`config.mk`:
```
export PLATFORM = sky130hd
export DESIGN_NAME = grant_decoder
export DESIGN_NICKNAME = d
export VERILOG_FILES = /design/src/rtl/grant_decoder_pkg.sv /design/src/rtl/onehot_dec.sv /design/src/rtl/grant_decoder.sv
export SDC_FILE = /design/constraint.sdc
export NUM_CORES = 1
export LEC_CHECK = 0
export BUFFER_PORTS_ARGS = -buffer_cell sky130_fd_sc_hd__clkbuf_2
export CAP_MARGIN = 10
export CORE_MARGIN = 3
export CORE_UTILIZATION = 45
export CTS_CLUSTER_SIZE = 40
export DETAILED_ROUTE_END_ITERATION = 10
export MAX_ROUTING_LAYER = met4
export PLACE_DENSITY = 0.7
export SETUP_SLACK_MARGIN = 0.1
export SYNTH_ARGS = -nofsm -noshare
export SYNTH_HDL_FRONTEND = slang
export SYNTH_SLANG_ARGS = --single-unit
```
`constraint.sdc`:
```
create_clock -name clk -period 4.9 [get_ports clk]
set_clock_uncertainty 0.2 [all_clocks]
set_input_delay 0.245 -clock clk [delete_from_list [all_inputs] [get_ports clk]]
set_output_delay 0.245 -clock clk [all_outputs]
set_load 0.05 [all_outputs]
```
`src/rtl/grant_decoder_pkg.sv`:
```
// Shared types and elaboration-time parameter checks for grant_decoder.
// No logic; latency and backpressure live in the modules that import it.
// State encodings are fixed so waveforms and debug taps stay stable.
package grant_decoder_pkg;

    typedef enum logic [1:0] {
        ST_IDLE  = 2'b00,
        ST_GRANT = 2'b01,
        ST_GAP   = 2'b10
    } state_t;

    localparam int DEF_N_OUT  = 4;
    localparam int DEF_CODE_W = 2;
    localparam int DEF_HOLD   = 3;
    localparam int DEF_GAP    = 1;
    localparam int DEF_DROP_W = 8;

    function automatic bit cfg_ok(input int n_out, input int code_w,
                                  input int hold, input int gap, input int drop_w);
        return (n_out >= 2) && ((n_out & (n_out - 1)) == 0) &&
               (code_w == $clog2(n_out)) && (hold >= 1) && (gap >= 0) &&
               (drop_w >= 1);
    endfunction

    localparam bit DEF_CFG_OK = cfg_ok(DEF_N_OUT, DEF_CODE_W, DEF_HOLD, DEF_GAP, DEF_DROP_W);

    // Counter only ever holds HOLD-1 or GAP-1, so max(HOLD,GAP) values suffice.
    function automatic int cnt_width(input int hold, input int gap);
        int m;
        m = (hold > gap) ? hold : gap;
        return (m <= 2) ? 1 : $clog2(m);
    endfunction

endpackage

```
`src/rtl/onehot_dec.sv`:
```
// Binary index to one-hot decoder.
// Purely combinational, zero latency.
// No flow control; output follows code directly.
module onehot_dec
    import grant_decoder_pkg::*;
#(
    parameter int N_OUT  = DEF_N_OUT,
    parameter int CODE_W = DEF_CODE_W
) (
    input  logic [CODE_W-1:0] code,
    output logic [N_OUT-1:0]  onehot
);

    always_comb begin
        onehot       = '0;
        onehot[code] = 1'b1;
    end

endmodule

```
`src/rtl/grant_decoder.sv`:
```
// Turns an accepted (code, valid) into a one-hot grant held HOLD cycles, then GAP idle cycles.
// Grant appears one cycle after the accepting edge; outputs come from registers only.
// Refuses codes while busy (ready=0) and counts refused cycles in a saturating drop_cnt.
module grant_decoder
    import grant_decoder_pkg::*;
#(
    parameter int N_OUT  = DEF_N_OUT,
    parameter int CODE_W = DEF_CODE_W,
    parameter int HOLD   = DEF_HOLD,
    parameter int GAP    = DEF_GAP,
    parameter int DROP_W = DEF_DROP_W
) (
    input  logic              clk,
    input  logic              rst,
    input  logic [CODE_W-1:0] code_in,
    input  logic              code_valid,
    output logic              ready,
    output logic [N_OUT-1:0]  grant,
    output logic              grant_valid,
    output logic              done,
    output logic [DROP_W-1:0] drop_cnt
);

    if (!cfg_ok(N_OUT, CODE_W, HOLD, GAP, DROP_W)) begin : g_bad_cfg
        $error("grant_decoder: illegal parameter combination");
    end

    localparam int                CNT_W    = cnt_width(HOLD, GAP);
    localparam logic [CNT_W-1:0]  HOLD_LD  = CNT_W'(HOLD - 1);
    localparam logic [CNT_W-1:0]  GAP_LD   = CNT_W'((GAP > 0) ? GAP - 1 : 0);
    localparam logic [CNT_W-1:0]  CNT_ONE  = CNT_W'(1);
    localparam logic [DROP_W-1:0] DROP_ONE = DROP_W'(1);
    localparam logic [DROP_W-1:0] DROP_MAX = '1;

    state_t            state;
    state_t            state_nxt;
    logic [CNT_W-1:0]  cnt;
    logic [CNT_W-1:0]  cnt_nxt;
    logic [CODE_W-1:0] code_q;
    logic [CODE_W-1:0] code_nxt;
    logic [N_OUT-1:0]  dec;
    logic              in_grant;

    always_ff @(posedge clk) begin
        if (rst) begin
            state    <= ST_IDLE;
            cnt      <= '0;
            code_q   <= '0;
            drop_cnt <= '0;
        end else begin
            state  <= state_nxt;
            cnt    <= cnt_nxt;
            code_q <= code_nxt;
            if (code_valid && (state != ST_IDLE) && (drop_cnt != DROP_MAX)) begin
                drop_cnt <= drop_cnt + DROP_ONE;
            end
        end
    end

    always_comb begin
        state_nxt = state;
        cnt_nxt   = cnt;
        code_nxt  = code_q;
        case (state)
            ST_IDLE: begin
                if (code_valid) begin
                    state_nxt = ST_GRANT;
                    cnt_nxt   = HOLD_LD;
                    code_nxt  = code_in;
                end
            end
            ST_GRANT: begin
                if (cnt == '0) begin
                    if (GAP == 0) begin
                        state_nxt = ST_IDLE;
                        cnt_nxt   = '0;
                    end else begin
                        state_nxt = ST_GAP;
                        cnt_nxt   = GAP_LD;
                    end
                end else begin
                    cnt_nxt = cnt - CNT_ONE;
                end
            end
            ST_GAP: begin
                if (cnt == '0) begin
                    state_nxt = ST_IDLE;
                end else begin
                    cnt_nxt = cnt - CNT_ONE;
                end
            end
            default: begin
                state_nxt = ST_IDLE;
                cnt_nxt   = '0;
            end
        endcase
    end

    onehot_dec #(
        .N_OUT  (N_OUT),
        .CODE_W (CODE_W)
    ) u_dec (
        .code   (code_q),
        .onehot (dec)
    );

    always_comb begin
        in_grant    = (state == ST_GRANT);
        ready       = (state == ST_IDLE);
        grant_valid = in_grant;
        done        = in_grant && (cnt == '0);
        grant       = in_grant ? dec : '0;
    end

endmodule

```
Word-level counts from Yosys, hierarchy flattened
Index checks and enable logic that the tools add are counted.
- word-level logic and storage cells: 36
- output and inout port bits: 15
- flip-flop bits (word level): 14
- input bits: 5
- $add $sub $neg: 2
- mux-type cells: 11
- equal/unequal tests: 7
- reductions and logical operators: 10
- order comparisons: 2
- operators by type and width (cell ; number):
    $mux 2 ; 6
    $pmux 2 s3 ; 2
    $add 8x1->8 const B ; 1
    $ne 8x8->1 const B ; 1
    $ne 2x2->1 const B ; 3
    $logic_and 1x1->1 ; 4
    $logic_not 2->1 ; 2
    $mux 4 ; 1
    $reduce_and 2->1 ; 2
    $lt 2x3->1 const B ; 1
    $reduce_and 3->1 ; 1
    $demux 1 s2 ; 1
    $eq 2x1->1 const B ; 1
    $eq 2x2->1 const B ; 1
    $ge 2x1->1 const B ; 1
    $ne 2x1->1 const B ; 1
    $reduce_bool 2->1 ; 1
    $sub 2x1->2 const B ; 1
    $mux 1 ; 1

Depth between registers and ports, before layout
Gate-level depths: netlist (run 1).
- depth in word-level cells: 5
- mapped depth: 6
- mapped depth without buffers: 6

Hierarchy
From an unflattened synthesis (run 1), not the netlist that was laid out.
- cells, all modules: 94
- area, all modules: 823.3 sq um
- modules (own cells, without submodules) (module ; cells an instance ; area each (sq um) ; sequential area each (sq um) ; times used):
    grant_decoder ; 90 ; 797.0 ; 280.3 ; 1
    onehot_dec ; 4 ; 26.3 ; 0.0 ; 1

Worst setup path before layout (run 1)
OpenSTA, ideal clock, no wires.
- path type: reg-to-output
- start point: reg state[1]
- end point: out grant[0]
- stages on the path, launching flop included: 5
- data required time: 4.455 ns
- data arrival time: 2.387 ns
- path buffers: 2
- slack: 2.068 ns
- path through: dfxtp_1 > clkbuf_1 > nor2b_1 > clkbuf_1 > nor3b_1
- cells in the longest elaborated chain, start to end: 2
- ends and longest elaborated chain (element ; RTL line ; source):
    from (decl) ; grant_decoder.sv:35 ; state_t state;
    from (signal assigned) ; grant_decoder.sv:51 ; state <= state_nxt;
    $eq 2x1->1 ; grant_decoder.sv:108 ; in_grant = (state == ST_GRANT);
    named net grant_valid ; grant_decoder.sv:19 ; output logic grant_valid,
    $mux 4 ; grant_decoder.sv:112 ; grant = in_grant ? dec : '0;
    to (decl) ; grant_decoder.sv:18 ; output logic [N_OUT-1:0] grant,
The timed path passes the listed nets, and every way through them passes these cells.

Final worst setup path (run 1)
- start point: reg state[0]
- end point: out grant[0]
- cells in the longest elaborated chain, start to end: 2
- ends and longest elaborated chain (element ; RTL line):
    $eq 2x1->1 ; grant_decoder.sv:108
    $mux 4 ; grant_decoder.sv:112
No other way between the ends.

==> metrics.md, run 1 <==
| Metric | Value |
|---|---|
| Area leader, netlist | sky130_fd_sc_hd__dfxtp_1 |
| Count of vias placed by the detailed router | 725 |
| DIE WIDTH | 46.85 um |
| Final setup slack of the worst path | ~2.7 ns |
| Cells on worst reg2reg path | 4 |
| Largest net degree at the start of global routing | 15 |
| Fmax | 460.5 MHz |
| Diode insertion count for antenna repair | 0 |
| Via count of the first global-routing pass | 611 |
| Routability Congestion | 0.7924 |
| Number of flip-flops and latches in the synthesized netlist | 14 |
| Max Fanout on Critical Path | 10 |
| Die span in y | between 40 and 50 um |
| WS Path Type | flip-flop to output pin |
| Clk pin slew, worst setup/hold paths | 0.09 ns |
| Max-capacitance violation count | 0 |
| Antenna viol nets, final | 0 |
| Total wirelength of the detailed-routed design | 1605 um |
| Nature of the critical path endpoint | output pin |
| Wire length per cell | 12.54 um |
| Largest stage delay on the critical path | 0.51 ns |
| Hold Worst Slack | -0.003009 ns |
| Setup repair after global routing missed its margin | false |
| Clock buffers created by TritonCTS | 3 |
| LEAKAGE | about 0.37 nW |
| Flip-flop cell with the highest count after synthesis | sky130_fd_sc_hd__dfxtp_1 |
| Layout area overhead | 17.83% |
| Number of warnings issued by yosys | 0 |
| Count of flip-flops with a built-in enable after synthesis | 0 |
| Library cell with the highest instance count after synthesis | sky130_fd_sc_hd__dfxtp_1 |
| Number of iterations in the first detailed-routing pass | 4 |
| Die Outline Area | 2194 um2 |
| Cells traversed along the worst timing path | nor2b_1 > nor3b_1 > clkbuf_2 |
| Worst Setup Start Kind | flip-flop |
| Net count of the mapped netlist | 101 |
| Data arrival time of the worst path | 1.73 ns |
| Minimum setup slack after placement | 3.019 ns |
| WP data required | between 4 and 5 ns |
| Longest Clk Path Bufs | 2 |
| Worst Tran Pin Value | around 0.47 ns |
| I/O pin cnt | 20 |
| Violations in the final reports | hold timing |
| Result of the run | finished with violations |
| Final total negative setup slack | 0 ns |
| Top cells by area, synth | sky130_fd_sc_hd__dfxtp_1, sky130_fd_sc_hd__ha_1, sky130_fd_sc_hd__nor2_1 |
| Critical path's slowest cell | sky130_fd_sc_hd__dfxtp_1 |
| Post-synthesis area per instance | 8.160 um2 |
| Residual DRC | 0 |
| Endpoint of the most critical register-to-register path | drop_cnt[5] |
| Starting DRT DRC Count | 16 |
| Area fraction of the dominant cell type after synthesis | a little under two fifths |
| Global-route wire length before repair | 2546 um |
| Ratio of cells with drive above 1 in the final layout | between 20% and 30% |
| Setup violators final | 0 |
| Share of flip-flops with an asynchronous set or reset after synthesis | 0% |
| Class of the tightest hold or removal check | input port to flip-flop |
| Gates resized, CTS repair | 0 |
| Most used standard cells in the synthesized netlist | sky130_fd_sc_hd__dfxtp_1, sky130_fd_sc_hd__nor2_1, sky130_fd_sc_hd__nand2_1 |
| Sinks on the clock net | 14 |
| Time the final worst path needs with I/O delays and setup | ~2.2 ns |
| Slew Limit Headroom | slightly below 70% |
| Worst-skew pair later-pin latency | roughly 0.29 ns |
| Library cell used as clock root buffer | sky130_fd_sc_hd__clkbuf_4 |
| Final net count | 122 |
| Clock H-tree levels | 1 |
| CTS tree | yes |
| Hold Violations, Final | 1 |
| Aggregate global-route resource usage | roughly 17% |
| Period Utilization, post-route | 44.31% |
| Post-CTS Hold Fix Bufs | 1 |
| Initial core utilization | between 40% and 50% |
| Yosys cell types | 32 |
| Largest voltage drop on the vdd net | 0.2185 mV |
| Port Buffer Count | 19 |
| Post-CTS Setup Inserts | 0 |
| HP Start | code_in[1] |
| Post-detailed-placement half-perimeter wirelength | 1137 um |
| Worst Hold Depth | 3 |
| Final max-slew violation count | 0 |
| Worst reg2reg setup slack | around 3.1 ns |
| Power per standard cell area | 323.8 nW/um2 |
| Worst reg2reg path startpoint | state[1] |
| Overall overflow remaining after global route | 0 |
| Antenna violations before repair | 0 |
| Cell area after synthesis | 750.7 um2 |
| Number of vias per cell | 5.664 |
| Sequential fraction of the synthesis area | around 37% |
| Cells after synthesis | roughly 90 |
| Core area | about 1500 um2 |
| Number of placement rows | 14 |
| Worst Hold End | code_q[1] |
## per-stage QoR
step                total power, mW  hold slack, ns  instances  instance area (um2)  utilization [%]
CTS                          0.2859        0.002009        128                884.6            57.39
global route                 0.2987        0.003888        128                884.6            57.39
global placement             0.2011          0.2842        123                838.3            54.38
floorplan                    0.1891          0.1178         92                750.7                -
finish                       0.2865       -0.003009        128                884.6            57.39
detailed placement           0.2022          0.2926        123                838.3            54.38
## worst max path at each step
stage                         from       end  slack, ns  cells after the start
after detailed placement  state[0]  grant[0]       3.02                      3
after global placement    state[0]  grant[0]       3.11                      3
after global routing      state[0]  grant[0]       2.59                      3
after floorplan           state[1]  grant[0]       2.07                      4
final                     state[0]  grant[0]       2.73                      3
after CTS                 state[0]  grant[0]       2.72                      3
## power by group
part | switching [mW] | total, mW | internal [mW]
clock network | 0.0410 | 0.0863 | 0.0453
registers | 0.00991 | 0.131 | 0.121
logic | 0.0487 | 0.0694 | 0.0207
total | 0.0997 | 0.286 | 0.187
## cells in the final DEF (no fill, tap or decap), types with 3 or more instances in the layout
cell type,count
sky130_fd_sc_hd__clkbuf_4,3
sky130_fd_sc_hd__nor2_1,12
sky130_fd_sc_hd__a21oi_1,7
sky130_fd_sc_hd__nand2_1,9
sky130_fd_sc_hd__nor3_1,5
sky130_fd_sc_hd__nand3_1,4
sky130_fd_sc_hd__a211oi_1,4
sky130_fd_sc_hd__dfxtp_1,14
sky130_fd_sc_hd__ha_1,4
sky130_fd_sc_hd__clkbuf_2,19
sky130_fd_sc_hd__inv_1,4
## per-layer routing
| metal | track usage, % | share of wire, % |
|---|---|---|
| met5 | - | 0 |
| met4 | 7.735 | 1.6 |
| met3 | 4.598 | 5.0 |
| met2 | 22.76 | 43 |
| met1 | 22.07 | 50 |
## state kept, by name, indices dropped and copies added, names as in the netlist
register,flops
cnt,2
code_q,2
state,2
drop_cnt,8
## cell families (layout without fill, tap and decap cells)
family	after synthesis	in the layout	share of synthesized area (%)
mux	2	2	2.667
fa+ha+maj	4	4	6.667
buf+inv	8	28	5.667
xor+xnor	2	2	2.334
flops	14	14	37.33
simple gates	44	44	29.50
compound gates	18	18	15.83
## layout make-up
cell class	count	area, um2
Timing Repair Buffer	20	105.1
Sequential cell	14	280.3
Fill cell	142	656.9
Inverter	4	15.01
Clock buffer	4	36.28
Multi-Input combinational cell	70	427.9
Tap cell	16	20.02
## worst max-delay path: cells and delay by family, from the launching register on
kind,cells,cell delay (ns)
buf+inv,1,0.31
simple gates,2,0.62
flops,1,0.51
(Power assumes the default switching activity.)
==> inputs of run 2 (changes only) <==
ABC_AREA = 1   (was not set)
PLACE_DENSITY = 0.72   (was 0.7)
clock period = 1.9 ns   (was 4.9 ns; I/O delays follow)
==> run 2 against run 1 <==
  * The run now ends clean
  * Worst setup slack got worse by 2.5 ns
  * Cell area increased by 13%
  * Sequential cell count unchanged
==> metrics.md, run 2 <==
| Metric | Value |
|---|---|
| Clock buffers created by TritonCTS | 3 (unchanged) |
| Main combinational cell family by area after synthesis | simple AND/OR/NAND/NOR gates |
| Sw Ratio | 35.25% (+0.46 points) |
| Routability Congestion | 0.7238 (-8.7%) |
| Setup violators final | 0 (unchanged) |
| Area fraction of the dominant cell type after synthesis | 35.11% (-2.2 points) |
| Worst-skew pair later-pin latency | 0.29 ns (about the same) |
| Net count of the mapped netlist | 129 (+28%) |
| Class of the tightest hold or removal check | flip-flop to flip-flop |
| Most common cell after layout, fill and taps aside | sky130_fd_sc_hd__nand2_1 |
| Die Outline Area | 2315 um2 (+5.5%) |
| Period Utilization, post-route | 88.00% |
| Yosys cell types | 18 (-44%) |
| Worst Tran Pin Value | 0.2894 ns (-0.1765 ns) |
| Library cell with the highest instance count after synthesis | sky130_fd_sc_hd__nand2_1 |
| Antenna violations before repair | 0 (unchanged) |
| Final max-slew violation count | 0 (unchanged) |
| Fmax | 598.1 MHz |
| Wire length per cell | 10.05 um (-20%) |
| Total wirelength of the detailed-routed design | 1718 um (+7.0%) |
| Compound-Gate Fraction of Synth Area | 13.48% (-2.4 points) |
| Core area | 1594 um2 (+3.4%) |
| Ratio of cells with drive above 1 in the final layout | 23.81% (-0.30 points) |
| Library cell used as clock root buffer | sky130_fd_sc_hd__clkbuf_4 |
| Critical path's slowest cell | sky130_fd_sc_hd__dfxtp_1 |
| Adder and majority cell fraction of the synthesized area | 6.270% (-0.40 points) |
| Hold Violations, Final | 0 (-1) |
| Overall overflow remaining after global route | 0 (unchanged) |
| Final setup slack of the worst path | 0.2281 ns (-2.501 ns) |
| Count of vias placed by the detailed router | 822 (+13%) |
| Post-detailed-placement half-perimeter wirelength | 1310 um (+15%) |
| Clock H-tree levels | 1 (unchanged) |
| Clk pin slew, worst setup/hold paths | 0.09 ns (about the same) |
| Buffers plus inverters on the worst setup path | 3 (+2) |
| Largest voltage drop on the vdd net | 0.4791 mV (+120%) |
| Data arrival time of the worst path | 1.38 ns (-0.35 ns) |
| DIE WIDTH | 48.12 um (+2.7%) |
| Number of warnings issued by yosys | 0 (unchanged) |
| CTS tree | yes |
| Final total negative setup slack | 0 ns (unchanged) |
| Worst reg2reg setup slack | 0.42 ns (-2.68 ns) |
| Largest register by flop count | drop_cnt |
| Final Core Density | 62.87% (+5.5 points) |
| Number of placement rows | 14 (unchanged) |
| Slew Limit Headroom | 80.79% (+12 points) |
| Setup repair after global routing missed its margin | false |
| Clock share of power | 29.4% (-0.7 points) |
| Top cell family by delay on the critical path | buffers and inverters |
| Most used standard cells in the synthesized netlist | sky130_fd_sc_hd__nand2_1, sky130_fd_sc_hd__inv_1, sky130_fd_sc_hd__dfxtp_1, sky130_fd_sc_hd__nor2_1, sky130_fd_sc_hd__a21oi_1 |
| Residual DRC | 0 (unchanged) |
| Layout area overhead | 25.55% |
| Count of flip-flops with a built-in enable after synthesis | 0 (unchanged) |
| Power per standard cell area | 746.6 nW/um2 (+130%) |
| Minimum setup slack after placement | 0.4280 ns (-2.591 ns) |
| Top cells by area, synth | sky130_fd_sc_hd__dfxtp_1, sky130_fd_sc_hd__nand2_1, sky130_fd_sc_hd__inv_1 |
| Antenna viol nets, final | 0 (unchanged) |
| LEAKAGE | 0.4724 nW (+28%) |
| Area leader, netlist | sky130_fd_sc_hd__dfxtp_1 |
| Post-CTS Setup Inserts | 0 (unchanged) |
| Xor/xnor share of the synthesized area | 0% (-2.3 points) |
| Largest register FFs | 8 (unchanged) |
| Gates resized, CTS repair | 0 (unchanged) |
| Number of iterations in the first detailed-routing pass | 4 (unchanged) |
| Diode insertion count for antenna repair | 0 (unchanged) |
| Number of vias per cell | 4.807 (-15%) |
| Max-capacitance violation count | 0 (unchanged) |
| Max Fanout on Critical Path | 4 (-6) |
| Cell-internal power | 0.4845 mW (+160%) |
| Largest stage delay on the critical path | 0.35 ns (-0.16 ns) |
| Cell area after synthesis | 798.3 um2 (+6.3%) |
| Number of flip-flops and latches in the synthesized netlist | 14 (unchanged) |
| Hold Worst Slack | 0.3137 ns (+0.3167 ns) |
| Cells traversed along the worst timing path | inv_1 > ha_1 > inv_1 > nor2_1 > clkbuf_2 |
| Longest Clk Path Bufs | 2 (unchanged) |
| Share of flip-flops with an asynchronous set or reset after synthesis | 0% (unchanged) |
| WP data required | 1.60 ns (-2.85 ns) |
| Result of the run | complete, no violations |
| WS Path Type | flip-flop to output pin |
| Final net count | 157 (+29%) |
| Simple-gate portion of the synthesized area | 35.27% (+5.8 points) |
| I/O pin cnt | 20 (unchanged) |
| Reg power frac | 44.9% (-0.7 points) |
| Die span in y | 48.12 um (+2.7%) |
| Via count of the first global-routing pass | 694 (+14%) |
| Largest net degree at the start of global routing | 10 (-5) |
| Global-route wire length before repair | 2704 um (+6.2%) |
| Time the final worst path needs with I/O delays and setup | 1.672 ns |
| Post-synthesis area per instance | 6.652 um2 (-18%) |
| Cells after synthesis | 120 (+30%) |
| Cell seen most often among critical-path stages | sky130_fd_sc_hd__inv_1 |
| Sw Pwr | 0.2638 mW (+160%) |
| Share of power burned in combinational logic | 25.6% (+1.4 points) |
| Worst Setup Start Kind | flip-flop |
| Initial core utilization | 50.08% (+1.4 points) |
| Starting DRT DRC Count | 17 (+1) |
| Sequential fraction of the synthesis area | 35.11% (-2.2 points) |
| Sinks on the clock net | 14 (unchanged) |
| Multiplexer area fraction after synthesis | 0% (-2.7 points) |
| Aggregate global-route resource usage | 17.57% (+1.0 points) |
| Highest-count cells in the layout ignoring fill and taps | sky130_fd_sc_hd__nand2_1, sky130_fd_sc_hd__inv_1, sky130_fd_sc_hd__clkbuf_2 |
| Port Buffer Count | 19 (unchanged) |
| Flip-flop cell with the highest count after synthesis | sky130_fd_sc_hd__dfxtp_1 |
| Nature of the critical path endpoint | output pin |
## run 2: cell types whose count changed after synthesis, sizes merged, moves of 4 or more
cell | previous run | this run
a211oi | 4 | 0
inv | 4 | 21
nand2 | 9 | 30
nor2 | 12 | 18
o21ai | 2 | 12
## run 2: cell type report
cell class / instances / area [um2]
clock buffer: 4 / 36.28
fill: 144 / 591.8
inverter: 21 / 78.83
multi-input combinational: 85 / 439.2
sequential: 14 / 282.8
tap: 24 / 30.03
timing repair buffer: 23 / 135.1
## run 2: final timing paths
path	from	endpoint	depth (start not counted)
max	cnt[0]	done	5
min	cnt[0]	cnt[0]	2
max reg2reg	drop_cnt[0]	drop_cnt[0]	8
min reg2reg	cnt[0]	cnt[0]	2
## run 2: power by group through the flow
stage                     logic (mW)  clock network, mW  registers (mW)
after floorplan                0.121                  0           0.365
after global placement         0.183                  0           0.342
after detailed placement       0.185                  0           0.343
after CTS                      0.192              0.225           0.336
after global routing           0.211              0.243           0.340
final                          0.192              0.220           0.336
## run 2: worst min-delay path: cells and delay by family (launching register included)
kind	cells	cell delay [ns]
flops	1	0.35
simple gates	1	0.07
compound gates	1	0.06
## run 2: cells by family after synthesis
group                    after synthesis
adder cells (fa/ha/maj)                4
flip-flops                            14
AND/OR/NAND/NOR                       60
AO/OA/AOI/OAI                         21
buffers and inverters                 21
## run 2: layer usage
metal | global-route usage (%) | up-vias | routed length (um)
met5 | - | - | 0
met4 | 9.677 | 0 | 36
met3 | 4.428 | 5 | 81
met2 | 27.18 | 26 | 739
met1 | 20.67 | 356 | 860
li1 | - | 435 | -
## run 2: metrics by stage
| stage | instance area (um2) | total power [mW] | cells |
|---|---|---|---|
| 2_1_floorplan | 800.8 | 0.4854 | 120 |
| 3_3_place_gp | 925.9 | 0.5249 | 163 |
| 3_5_place_dp | 925.9 | 0.5283 | 163 |
| 4_1_cts | 1002 | 0.7537 | 171 |
| 5_1_grt | 1002 | 0.7935 | 171 |
| 6_report | 1002 | 0.7482 | 171 |
## run 2: timing repair
| item | in CTS | in global routing |
|---|---|---|
| endpoints found under the setup margin | 0 | 0 |
| hold buffers | 4 | 0 |
| endpoints found under the hold margin | 7 | 0 |
